==> config.mk <==
export PLATFORM = sky130hd
export DESIGN_NAME = pipe_hazard_unit
export DESIGN_NICKNAME = d
export VERILOG_FILES = /design/src/rtl/pipe_hazard_unit_pkg.sv /design/src/rtl/pipe_hazard_unit_match.sv /design/src/rtl/pipe_hazard_unit.sv
export SDC_FILE = /design/constraint.sdc
export NUM_CORES = 1
export LEC_CHECK = 0
export ABC_AREA = 0
export CAP_MARGIN = 5
export CORE_MARGIN = 2
export CORE_UTILIZATION = 35
export DETAILED_ROUTE_END_ITERATION = 12
export SETUP_SLACK_MARGIN = 0.1
export SYNTH_ARGS = -nofsm -noshare
export SYNTH_HDL_FRONTEND = slang
export SYNTH_SLANG_ARGS = --single-unit
==> constraint.sdc <==
create_clock -name clock -period 2.4 [get_ports clock]
set_input_delay 0.48 -clock clock [delete_from_list [all_inputs] [get_ports clock]]
set_output_delay 0.48 -clock clock [all_outputs]
set_load 0.02 [all_outputs]
==> src/rtl/pipe_hazard_unit_pkg.sv <==
// rtl/pipe_hazard_unit_pkg.sv - shared constants and helpers for the pipeline hazard unit
package pipe_hazard_unit_pkg;

  localparam int STG_EX  = 0;
  localparam int STG_MEM = 1;
  localparam int STG_WB  = 2;

  // Scoreboard entry layout, MSB first: {v, rd, load}
  localparam int SB_V_W    = 1;
  localparam int SB_LOAD_W = 1;

  function automatic int fsw_of(input int stages);
    return $clog2(stages + 1);
  endfunction

  function automatic int sb_entry_w(input int reg_aw);
    return SB_V_W + reg_aw + SB_LOAD_W;
  endfunction

endpackage

==> src/rtl/pipe_hazard_unit_match.sv <==
// rtl/pipe_hazard_unit_match.sv - youngest-first scoreboard search for one source register
module hazard_match
  import pipe_hazard_unit_pkg::*;
#(
  parameter int REG_AW = 5,
  parameter int STAGES = 3,
  parameter int FSW    = fsw_of(STAGES),
  localparam int EW    = sb_entry_w(REG_AW)
) (
  input  logic [REG_AW-1:0]          src,
  input  logic                       used,
  input  logic [STAGES-1:0][EW-1:0]  sb,
  output logic                       hit,
  output logic [FSW-1:0]             index,
  output logic                       load
);

  // Walk from WB toward EX so the youngest (lowest k) match overwrites older ones.
  always_comb begin
    hit   = 1'b0;
    index = '0;
    load  = 1'b0;
    for (int k = STAGES - 1; k >= 0; k--) begin
      if (used && sb[k][EW-1] && (sb[k][REG_AW:SB_LOAD_W] == src) && (src != '0)) begin
        hit   = 1'b1;
        index = FSW'(k + 1);
        load  = sb[k][0];
      end
    end
  end

endmodule

==> src/rtl/pipe_hazard_unit.sv <==
// rtl/pipe_hazard_unit.sv - scoreboard-based forwarding, stall, bubble and flush control
module pipe_hazard_unit
  import pipe_hazard_unit_pkg::*;
#(
  parameter int REG_AW  = 5,
  parameter int STAGES  = 3,
  parameter bit FWD_EN  = 1'b1,
  parameter int MUL_LAT = 4,
  parameter int FSW     = fsw_of(STAGES)
) (
  input  logic              clock,
  input  logic              reset,
  input  logic              id_valid,
  input  logic [REG_AW-1:0] id_rs,
  input  logic [REG_AW-1:0] id_rt,
  input  logic              id_rs_used,
  input  logic              id_rt_used,
  input  logic [REG_AW-1:0] id_rd,
  input  logic              id_wr,
  input  logic              id_load,
  input  logic              id_mul,
  input  logic              ex_br_taken,
  output logic              stall,
  output logic              bubble,
  output logic              flush,
  output logic [FSW-1:0]    fwd_rs,
  output logic [FSW-1:0]    fwd_rt,
  output logic              mul_busy
);

  localparam int EW  = sb_entry_w(REG_AW);
  localparam int MCW = (MUL_LAT > 1) ? $clog2(MUL_LAT) : 1;

  logic [STAGES-1:0][EW-1:0] sb;
  logic [MCW-1:0]            mul_cnt;

  logic           rs_hit, rt_hit, rs_load, rt_load;
  logic [FSW-1:0] rs_idx, rt_idx;
  logic           busy_int, raw_haz;
  logic           stall_c, bubble_c, flush_c;

  hazard_match #(.REG_AW(REG_AW), .STAGES(STAGES), .FSW(FSW)) u_match_rs (
    .src   (id_rs),
    .used  (id_rs_used),
    .sb    (sb),
    .hit   (rs_hit),
    .index (rs_idx),
    .load  (rs_load)
  );

  hazard_match #(.REG_AW(REG_AW), .STAGES(STAGES), .FSW(FSW)) u_match_rt (
    .src   (id_rt),
    .used  (id_rt_used),
    .sb    (sb),
    .hit   (rt_hit),
    .index (rt_idx),
    .load  (rt_load)
  );

  assign busy_int = (mul_cnt != '0);

  // With forwarding only a load still in EX is unresolvable; without it any in-flight writer is.
  always_comb begin
    raw_haz = 1'b0;
    if (FWD_EN) begin
      raw_haz = (rs_hit && rs_load && (rs_idx == FSW'(STG_EX + 1))) ||
                (rt_hit && rt_load && (rt_idx == FSW'(STG_EX + 1)));
    end else begin
      raw_haz = rs_hit || rt_hit;
    end
  end

  always_comb begin
    stall_c  = 1'b0;
    bubble_c = 1'b0;
    flush_c  = 1'b0;
    if (busy_int) begin
      stall_c = 1'b1;
    end else if (ex_br_taken) begin
      flush_c  = 1'b1;
      bubble_c = 1'b1;
    end else if (raw_haz) begin
      stall_c  = 1'b1;
      bubble_c = 1'b1;
    end
  end

  // Outputs are forced quiet while reset is held, independent of the ID inputs.
  assign stall    = reset & stall_c;
  assign bubble   = reset & bubble_c;
  assign flush    = reset & flush_c;
  assign mul_busy = reset & busy_int;
  assign fwd_rs   = (reset && FWD_EN && rs_hit) ? rs_idx : '0;
  assign fwd_rt   = (reset && FWD_EN && rt_hit) ? rt_idx : '0;

  always_ff @(posedge clock or negedge reset) begin
    if (!reset) begin
      sb      <= '0;
      mul_cnt <= '0;
    end else if (busy_int) begin
      mul_cnt <= mul_cnt - MCW'(1);
    end else begin
      for (int k = STAGES - 1; k >= 1; k--) begin
        sb[k] <= sb[k-1];
      end
      sb[STG_EX] <= bubble_c ? '0 : {id_valid & id_wr, id_rd, id_load};
      if (id_valid && id_mul && !bubble_c) begin
        mul_cnt <= MCW'(MUL_LAT - 1);
      end
    end
  end

endmodule

==> results of run 1 <==
## critical path, stage by stage
cell and delay [ns]:
buf_8 0.11, or4_4 0.54, o21ai_4 0.17, nand4b_1 0.18
a21bo_4 0.15, o21ai_1 0.06, and2_1 0.17, buf_6 0.13
## how the worst max path moves through the flow
stage | endpoint | cells past startpoint | from | slack [ns]
6_report | stall | 8 | id_rs[3] | -0.08
5_1_grt | stall | 7 | sb[5]$_DFFE_PN0P_ | -0.21
4_1_cts | stall | 7 | sb[3]$_DFFE_PN0P_ | -0.06
3_5_place_dp | stall | 8 | id_rs[2] | -0.87
3_3_place_gp | stall | 8 | id_rs[2] | -0.86
2_1_floorplan | stall | 6 | id_rs[1] | 0.14
## report_power, final
group          leakage (nW)  total, mW  internal, mW  switching (mW)
logic                 0.639      0.921         0.549           0.372
clock network        0.0255      0.230         0.115           0.114
registers             0.271      0.701         0.515           0.186
## final cells by class
class                      count  area share
multi-input combinational     92       0.393
timing repair buffer          65       0.288
clock inverter                 1     0.00246
inverter                       4     0.00739
clock buffer                   3      0.0203
sequential                    21       0.259
tap                           48      0.0296
## logic make-up (layout without fill, tap and decap cells)
group,count (synthesis),after routing,share of synthesized area
xor gates and xnor gates,30,30,0.199
muxes,12,12,0.102
DFF,21,21,0.398
adders and majority gates,1,1,0.00947
and+or+nand+nor,30,30,0.136
AOI/OAI and AO/OA,19,19,0.130
buffers and inverters,7,73,0.0256
## through the flow
stage                     cells   util  worst slack [ns]  hold slack, ns
after floorplan             120      -             0.137           0.184
after global placement      222  0.514            -0.857           0.485
after detailed placement    222  0.514            -0.869           0.495
after CTS                   231  0.542           -0.0575           0.513
after global routing        234  0.559            -0.209           0.532
final                       234  0.559           -0.0760           0.509
## repair_timing
item	4_1_cts	5_1_grt
gates cloned	0	0
endpoints found under the setup margin	10	6
pin swaps	14	15
setup buffers	5	5
resized for setup	82	11
## routing by layer
layer	wire length (um)	share of wire	vias to the layer above
met4	14	0.0040	0
li1	-	-	564
met2	1740	0.50	36
met1	1520	0.44	567
met3	200	0.058	2
met5	0	0	-
## placed cells by master, fill, tap and decap left out, types with 2 or more instances in the layout
master,n
a21oi_1,2
a22o_1,6
and2_1,3
buf_2,2
buf_4,31
buf_6,12
buf_8,2
clkbuf_8,3
clkdlybuf4s15_1,2
clkdlybuf4s50_1,13
dfrtp_1,20
dlygate4sd2_1,3
inv_1,3
mux2_2,12
nand2_1,3
nand3_1,2
nand4_1,3
nand4b_1,2
nor2_1,6
nor4_1,2
nor4_2,2
o211a_1,2
o21ai_4,2
or4_4,2
xnor2_1,14
xor2_1,15
## flip-flops by register name (all words and copies together) (netlist names)
name	cells
mul_cnt	2
sb	19
==> results.json, run 1 <==
{
  "yosysUniqueCellTypes": 33,
  "cts.sinks": 21,
  "fp.dieH_um": 65.4,
  "fin_nets": 212,
  "first_pass_iters": 4,
  "fillers": 342,
  "grt.met3_usage": 0.0308,
  "r2r-start": "sb[5]$_DFFE_PN0P_",
  "use_met1": 0.226,
  "syn-num-nets": 145,
  "placed_cell_area_mm2": 0.00187,
  "leakage_nw": 0.936,
  "synth_top_cells_by_count": "21 x dfrtp_1, 16 x xor2_1, 14 x xnor2_1",
  "drive_gt1_frac": 0.409,
  "cellPowerDensity_mw_per_mm2": 911,
  "cp-end-kind": "primary output",
  "reg2reg_setup_slack_ns": 0.39,
  "numCtsBuffers": 3,
  "drv_cap": 0,
  "syn_area_per_cell_um2": 11.0,
  "crit_arrival_ns": 2.00,
  "slew_violations": 0,
  "cts_root_buffer": "clkbuf_8",
  "layout_min_cycle_time_ns": 2.48,
  "synth_area_mm2": 0.00132,
  "ctsHoldBuffers": 0,
  "r2r-end": "sb[6]$_DFFE_PN0P_",
  "fmax_mhz": 404,
  "start_util": 0.364,
  "tightest_slew_ns": 0.305,
  "setup_tns_ns": -0.162,
  "antenna_found_initial": 0,
  "irDropWorstVdd_uv": 452,
  "setup_viol": 3,
  "grt_pass1_wl_um": 5860,
  "p_total_mw": 1.85,
  "die_w_um": 65.4,
  "synthArstFlopShare": 1.00,
  "multi_input_area_um2": 800,
  "dp_hpwl_um": 2680,
  "timing_hold_violations_final": 0,
  "worst-path-max-fanout": 4,
  "grt_usage": 0.176,
  "drtIter0Drc": 52,
  "overflow": 0,
  "synthCells": 120,
  "synth_area_leaders": "dfrtp_1 40%, xor2_1 11%, mux2_2 10%",
  "grt_max_degree": 18,
  "crit_required_ns": 1.92,
  "area_growth_pct": 53.8,
  "yosys_warnings": 0,
  "via_per_inst": 5.00,
  "core_area_mm2": 0.00363,
  "path_clk_slew_ns": 0.08,
  "boundaryPins": 32,
  "critPathLaunchType": "input port",
  "finalWeightedCongestion": 0.897,
  "grt_pass1_vias": 1293,
  "fp-row-count": 22,
  "ff2ff_path_depth": 7,
  "ys_ff_latch": 21,
  "drc_errors": 0,
  "via_count": 1169,
  "ant_nets": 0,
  "rsz0062_at_grt": "yes",
  "finClkSkew_ns": 0.00186,
  "yosys_most_used_dff": "dfrtp_1",
  "cts_max_path_buffers": 2,
  "cts_tree": "built",
  "top_usage_layer": "met2",
  "violations": "setup timing",
  "dieArea_mm2": 0.00428,
  "post-synth-top-count-cell": "dfrtp_1",
  "fin_crit_sh": 1.03,
  "seq_area_um2": 527,
  "routedWlPerCell_um": 14.8,
  "worst-setup-path-type": "in2out",
  "antennaDiodeCount": 0,
  "hold_path.class": "in2async",
  "synth_edf_count": 0,
  "postLayoutCellArea_mm2": 0.00203,
  "fin_ws_ns": -0.0760,
  "status": "complete, but fails checks",
  "htree_levels": 1,
  "port_buffers": 31,
  "met2_usage": 0.302,
  "synth_top_area_frac": 0.398,
  "synth_top_area_cell": "dfrtp_1",
  "maxSlewHeadroom": 0.795,
  "wirelength_um": 3470,
  "ys_seq_area_frac": 0.398,
  "clock_latency_ns": 0.26
}
Note: power is estimated with default switching activity, not from simulation.
==> run 2: changes to the inputs <==
--- a/config.mk
+++ b/config.mk
@@ -7,10 +7,10 @@
 export LEC_CHECK = 0
 export ABC_AREA = 0
 export CAP_MARGIN = 5
-export CORE_MARGIN = 2
 export CORE_UTILIZATION = 35
 export DETAILED_ROUTE_END_ITERATION = 12
 export SETUP_SLACK_MARGIN = 0.1
 export SYNTH_ARGS = -nofsm -noshare
 export SYNTH_HDL_FRONTEND = slang
 export SYNTH_SLANG_ARGS = --single-unit
+export TNS_END_PERCENT = 50
==> run 2 against run 1 <==
The flow still finishes with violations (setup timing). Hold slack lost 0.0080 ns. Maximum frequency grew 1.8%. Non-clock buffer count shrank 3. Final area shrank 0.12%. Highest routed layer unchanged. Global-route usage is essentially flat. Largest power group unchanged. Sequential power shrank 0.9%. Via count shrank 2.0%. Critical path depth is the same. Register-to-register slack gained 0.04 ns. Clock power is essentially flat. Critical endpoint unchanged. Final cell count shrank 2.1%.
==> results.json, run 2 (synthesis results as in run 1) <==
{
  "core_area_mm2": 0.00347,
  "maxSlewHeadroom": 0.819,
  "dp_hpwl_um": 2510,
  "fin_nets": 209,
  "placed_cells_incl_taps": 218,
  "irDropWorstVdd_uv": 473,
  "grt.met3_usage": 0.0272,
  "area_growth_pct": 53.6,
  "r2r-end": "sb[6]$_DFFE_PN0P_",
  "fp-row-count": 21,
  "postLayoutCellArea_mm2": 0.00203,
  "htree_levels": 1,
  "cpPeakStageDelay_ns": 0.26,
  "drc_errors": 0,
  "cts_tree": "built",
  "timing_hold_violations_final": 0,
  "fillers": 313,
  "rsz0062_at_grt": "yes",
  "grt_pass1_vias": 1194,
  "antennaDiodeCount": 0,
  "status": "complete, but fails checks",
  "via_count": 1146,
  "critPathTopFamily": "simple AND/OR/NAND/NOR gates",
  "grt_pass1_wl_um": 5420,
  "stdcell_count": 229,
  "worst-path-max-fanout": 3,
  "top_usage_layer": "met2",
  "finalWeightedCongestion": 0.757,
  "die_w_um": 63.4,
  "hold_depth": 1,
  "cellPowerDensity_mw_per_mm2": 902,
  "setup_viol": 3,
  "tightest_slew_ns": 0.270,
  "cp.depth": 8,
  "use_met1": 0.230,
  "leakage_nw": 0.937,
  "wirelength_um": 3270,
  "critPathLaunchType": "input port",
  "dieArea_mm2": 0.00402,
  "cp_cell_sequence": "dlygate4sd2_1 -> xor2_1 -> nor4_1 -> nand4b_1 -> a21bo_4 -> o21ai_2 -> and2_4 -> buf_6",
  "finClkSkew_ns": 0.00656,
  "grt_max_degree": 15,
  "fin_util": 0.585,
  "cp_slowest_cell": "dlygate4sd2_1",
  "crit_path_start": "id_rs[0]",
  "reg2reg_setup_slack_ns": 0.43,
  "boundaryPins": 32,
  "hold_path.class": "reg2reg",
  "grt_usage": 0.176,
  "layout_min_cycle_time_ns": 2.43,
  "fp.dieH_um": 63.4,
  "numCtsBuffers": 3,
  "setup_tns_ns": -0.0538,
  "clock_latency_ns": 0.26,
  "path_clk_slew_ns": 0.07,
  "cts_max_path_buffers": 2,
  "crit_end": "stall",
  "overflow": 0,
  "crit_required_ns": 1.92,
  "cts.sinks": 21,
  "drive_gt1_frac": 0.426,
  "slew_violations": 0,
  "top_register": "sb",
  "via_per_inst": 5.00,
  "ff2ff_path_depth": 7,
  "routedWlPerCell_um": 14.3,
  "cts_root_buffer": "clkbuf_8",
  "violations": "setup timing",
  "placed_cell_area_mm2": 0.00186,
  "start_util": 0.381,
  "met2_usage": 0.297,
  "port_buffers": 31,
  "crit_arrival_ns": 1.95,
  "fmax_mhz": 411,
  "first_pass_iters": 4,
  "fin_crit_sh": 1.01,
  "reg_top3": "sb (19), mul_cnt (2)",
  "cp-end-kind": "primary output",
  "drv_cap": 0,
  "r2r-start": "sb[5]$_DFFE_PN0P_",
  "largest_reg_flops": 19,
  "worst-setup-path-type": "in2out",
  "final_common_cell": "buf_4",
  "fin_ws_ns": -0.0323,
  "ant_nets": 0,
  "antenna_found_initial": 0,
  "drtIter0Drc": 37,
  "crit_buf_inv": 2,
  "mostFrequentLayoutCells": "28 x buf_4, 21 x dfrtp_1, 16 x xor2_1"
}
[run 2: worst min path at each step]
stage / start / end / slack, ns
CTS: sb[0]$_DFFE_PN0P_ / sb[0]$_DFFE_PN0P_ / 0.51
global route: sb[0]$_DFFE_PN0P_ / sb[0]$_DFFE_PN0P_ / 0.52
floorplan: reset / mul_cnt[0]$_DFFE_PN0P_ / 0.18
detailed placement: sb[0]$_DFFE_PN0P_ / sb[0]$_DFFE_PN0P_ / 0.49
global placement: sb[0]$_DFFE_PN0P_ / sb[0]$_DFFE_PN0P_ / 0.50
finish: sb[0]$_DFFE_PN0P_ / sb[0]$_DFFE_PN0P_ / 0.50
[run 2: cell type report]
class                           count  area [um2]  area share
Tap cell                           46        57.6      0.0284
Clock buffer                        3        41.3      0.0203
Sequential cell                    21         526       0.259
Inverter                            4        15.0     0.00740
Timing Repair Buffer               62         556       0.274
Clock inverter                      1        5.00     0.00247
Multi-Input combinational cell     92         830       0.409
[run 2: metrics by stage]
| stage | setup WS (ns) | power, mW | hold WS, ns |
|---|---|---|---|
| 6_report | -0.0323 | 1.83 | 0.501 |
| 2_1_floorplan | 0.137 | 1.22 | 0.184 |
| 3_3_place_gp | -0.843 | 1.53 | 0.498 |
| 3_5_place_dp | -0.870 | 1.56 | 0.490 |
| 5_1_grt | -0.172 | 1.97 | 0.516 |
| 4_1_cts | -0.0674 | 1.82 | 0.508 |
[run 2: report_power, final]
group | switching [mW] | internal (mW) | total (mW)
clock network | 0.116 | 0.116 | 0.231
registers | 0.181 | 0.514 | 0.695
logic | 0.370 | 0.535 | 0.905
total | 0.666 | 1.16 | 1.83
[run 2: worst reg2reg max path: stages, from the launching register on]
cell	delay, ns
dfrtp_1	0.43
xor2_1	0.16
nor4_1	0.27
nand4b_1	0.20
a21bo_4	0.26
buf_4	0.14
and2_4	0.15
a32o_2	0.25
[run 2: metal layers]
layer	up-vias	wire length, um
li1	563	-
met2	31	1580
met4	0	33
met1	548	1510
met3	4	140
met5	-	0
[run 2: what timing repair did]
item | in CTS | in global routing
setup endpoints to repair | 8 | 6
hold buffers | 0 | 0
gates resized for setup | 82 | 13
setup buffers | 5 | 3
pin swaps | 17 | 16
==> run 3: changes to the inputs <==
--- a/config.mk
+++ b/config.mk
@@ -9,6 +9,7 @@
 export CAP_MARGIN = 5
 export CORE_UTILIZATION = 35
 export DETAILED_ROUTE_END_ITERATION = 12
+export PLACE_DENSITY = 0.69
 export SETUP_SLACK_MARGIN = 0.1
 export SYNTH_ARGS = -nofsm -noshare
 export SYNTH_HDL_FRONTEND = slang
==> run 3 against run 2 <==
The flow still finishes with violations (setup timing). Total power is 2.5% lower. Critical path depth stayed put. Count of clock-buffer cells in the layout is 1 higher. Maximum frequency decreased by 1.6%. Flip-flop and latch count unchanged. Register-to-register slack worse by 0.06 ns. Via count increased by 0.44%. First-iteration DRC count shrank 16%. Worst setup slack worse by 0.040 ns. Clock skew down 0.0045 ns. Final area down 3.1%. Critical path type unchanged.
==> results.json, run 3 (synthesis results as in run 1) <==
{
  "boundaryPins": 32,
  "fin_nets": 209,
  "wirelength_um": 3280,
  "cts_tree": "built",
  "worst-setup-path-type": "in2out",
  "fp-row-count": 21,
  "layout_min_cycle_time_ns": 2.47,
  "maxSlewHeadroom": 0.788,
  "path_clk_slew_ns": 0.07,
  "worst-path-max-fanout": 3,
  "numCtsBuffers": 3,
  "antennaDiodeCount": 0,
  "finalWeightedCongestion": 0.872,
  "leakage_nw": 0.912,
  "seq_area_um2": 526,
  "irDropWorstVdd_uv": 546,
  "drc_errors": 0,
  "ctsHoldBuffers": 0,
  "cp-end-kind": "primary output",
  "overflow": 0,
  "fp.dieH_um": 63.4,
  "dieArea_mm2": 0.00402,
  "cpPeakStageDelay_ns": 0.27,
  "via_count": 1151,
  "cellPowerDensity_mw_per_mm2": 908,
  "timing_hold_violations_final": 0,
  "reg_top3": "sb (19), mul_cnt (2)",
  "antenna_found_initial": 0,
  "critPathTopFamily": "simple AND/OR/NAND/NOR gates",
  "start_util": 0.381,
  "cp_slowest_cell": "dlygate4sd2_1",
  "status": "complete, but fails checks",
  "cts.sinks": 21,
  "via_per_inst": 5.03,
  "mostFrequentLayoutCells": "29 x buf_4, 21 x dfrtp_1, 16 x xor2_1",
  "top_register": "sb",
  "port_buffers": 31,
  "crit_buf_inv": 2,
  "die_w_um": 63.4,
  "fin_crit_sh": 1.03,
  "routedWlPerCell_um": 14.3,
  "critPathLaunchType": "input port",
  "cts_root_buffer": "clkbuf_8",
  "final_common_cell": "buf_4",
  "fin_ws_ns": -0.0719,
  "dp_hpwl_um": 2670,
  "multi_input_area_um2": 792,
  "area_growth_pct": 48.9,
  "drtIter0Drc": 31,
  "cts_max_path_buffers": 2,
  "grt_max_degree": 15,
  "violations": "setup timing",
  "cp_cell_sequence": "dlygate4sd2_1 -> xor2_1 -> nor4_1 -> nand4b_1 -> a21bo_4 -> o21ai_2 -> and2_4 -> buf_6",
  "crit_required_ns": 1.92,
  "grt_usage": 0.185,
  "ant_nets": 0,
  "drv_cap": 0,
  "fin_util": 0.567,
  "grt_pass1_wl_um": 5730,
  "grt_pass1_vias": 1234,
  "clock_latency_ns": 0.25,
  "postLayoutCellArea_mm2": 0.00197,
  "hold_path.class": "reg2reg",
  "fmax_mhz": 405,
  "core_area_mm2": 0.00347,
  "largest_reg_flops": 19,
  "tightest_slew_ns": 0.316,
  "rsz0062_at_grt": "yes",
  "crit_arrival_ns": 1.99,
  "place_worst_setup_slack_ns": -0.875,
  "slew_violations": 0,
  "setup_tns_ns": -0.172,
  "first_pass_iters": 4,
  "finClkSkew_ns": 0.00207,
  "setup_viol": 4,
  "fillers": 325,
  "drive_gt1_frac": 0.399,
  "placed_cell_area_mm2": 0.00187,
  "htree_levels": 1
}
[run 3: power by group]
group | internal, mW | switching [mW]
clock network | 0.118 | 0.107
logic | 0.508 | 0.353
registers | 0.514 | 0.185
total | 1.14 | 0.644
[run 3: through the flow]
stage | std cells | total power [mW] | hold WS, ns
after global placement | 221 | 1.51 | 0.481
final | 229 | 1.79 | 0.533
after CTS | 229 | 1.79 | 0.537
after floorplan | 120 | 1.22 | 0.184
after detailed placement | 221 | 1.55 | 0.520
after global routing | 229 | 1.91 | 0.578
[run 3: path summary, 6_finish.rpt]
| kind | start | end | slack (ns) | depth (start not counted) |
|---|---|---|---|---|
| hold / removal | sb[0]$_DFFE_PN0P_ | sb[0]$_DFFE_PN0P_ | 0.53 | 1 |
| setup reg to reg | sb[3]$_DFFE_PN0P_ | sb[6]$_DFFE_PN0P_ | 0.37 | 7 |
| setup / recovery | id_rs[0] | stall | -0.07 | 8 |
| hold reg to reg | sb[0]$_DFFE_PN0P_ | sb[0]$_DFFE_PN0P_ | 0.53 | 1 |
| max in group asynchronous | reset | sb[17]$_DFFE_PN0P_ | 1.53 | 3 |
| min in group asynchronous | reset | mul_cnt[0]$_DFFE_PN0P_ | 0.65 | 3 |
[run 3: area by class of cell]
type | count | share of cell area
inverters | 4 | 0.00763
flip-flops and latches | 21 | 0.267
well taps | 46 | 0.0293
multi-input cells | 92 | 0.403
repair buffers | 62 | 0.270
clock buffers | 4 | 0.0229
[run 3: routing by layer]
layer  track usage  part of all wire  vias up
met3        0.0380             0.037        4
met1         0.237              0.47      556
met5             0                 0        -
met2         0.307              0.48       28
li1              -                 -      563
met4        0.0597             0.011        0
[run 3: worst register-to-register path: cells and delay by family (launching register included)]
kind	cells	cell delay, ns
DFF	1	0.44
AOI/OAI and AO/OA	2	0.52
buffers and inverters	1	0.15
and+or+nand+nor	3	0.65
xor gates and xnor gates	1	0.17
[run 3: what timing repair did]
action,4_1_cts,5_1_grt
gates resized for setup,82,6
pin swaps,14,11
endpoints found under the setup margin,9,6
buffers inserted,5,0
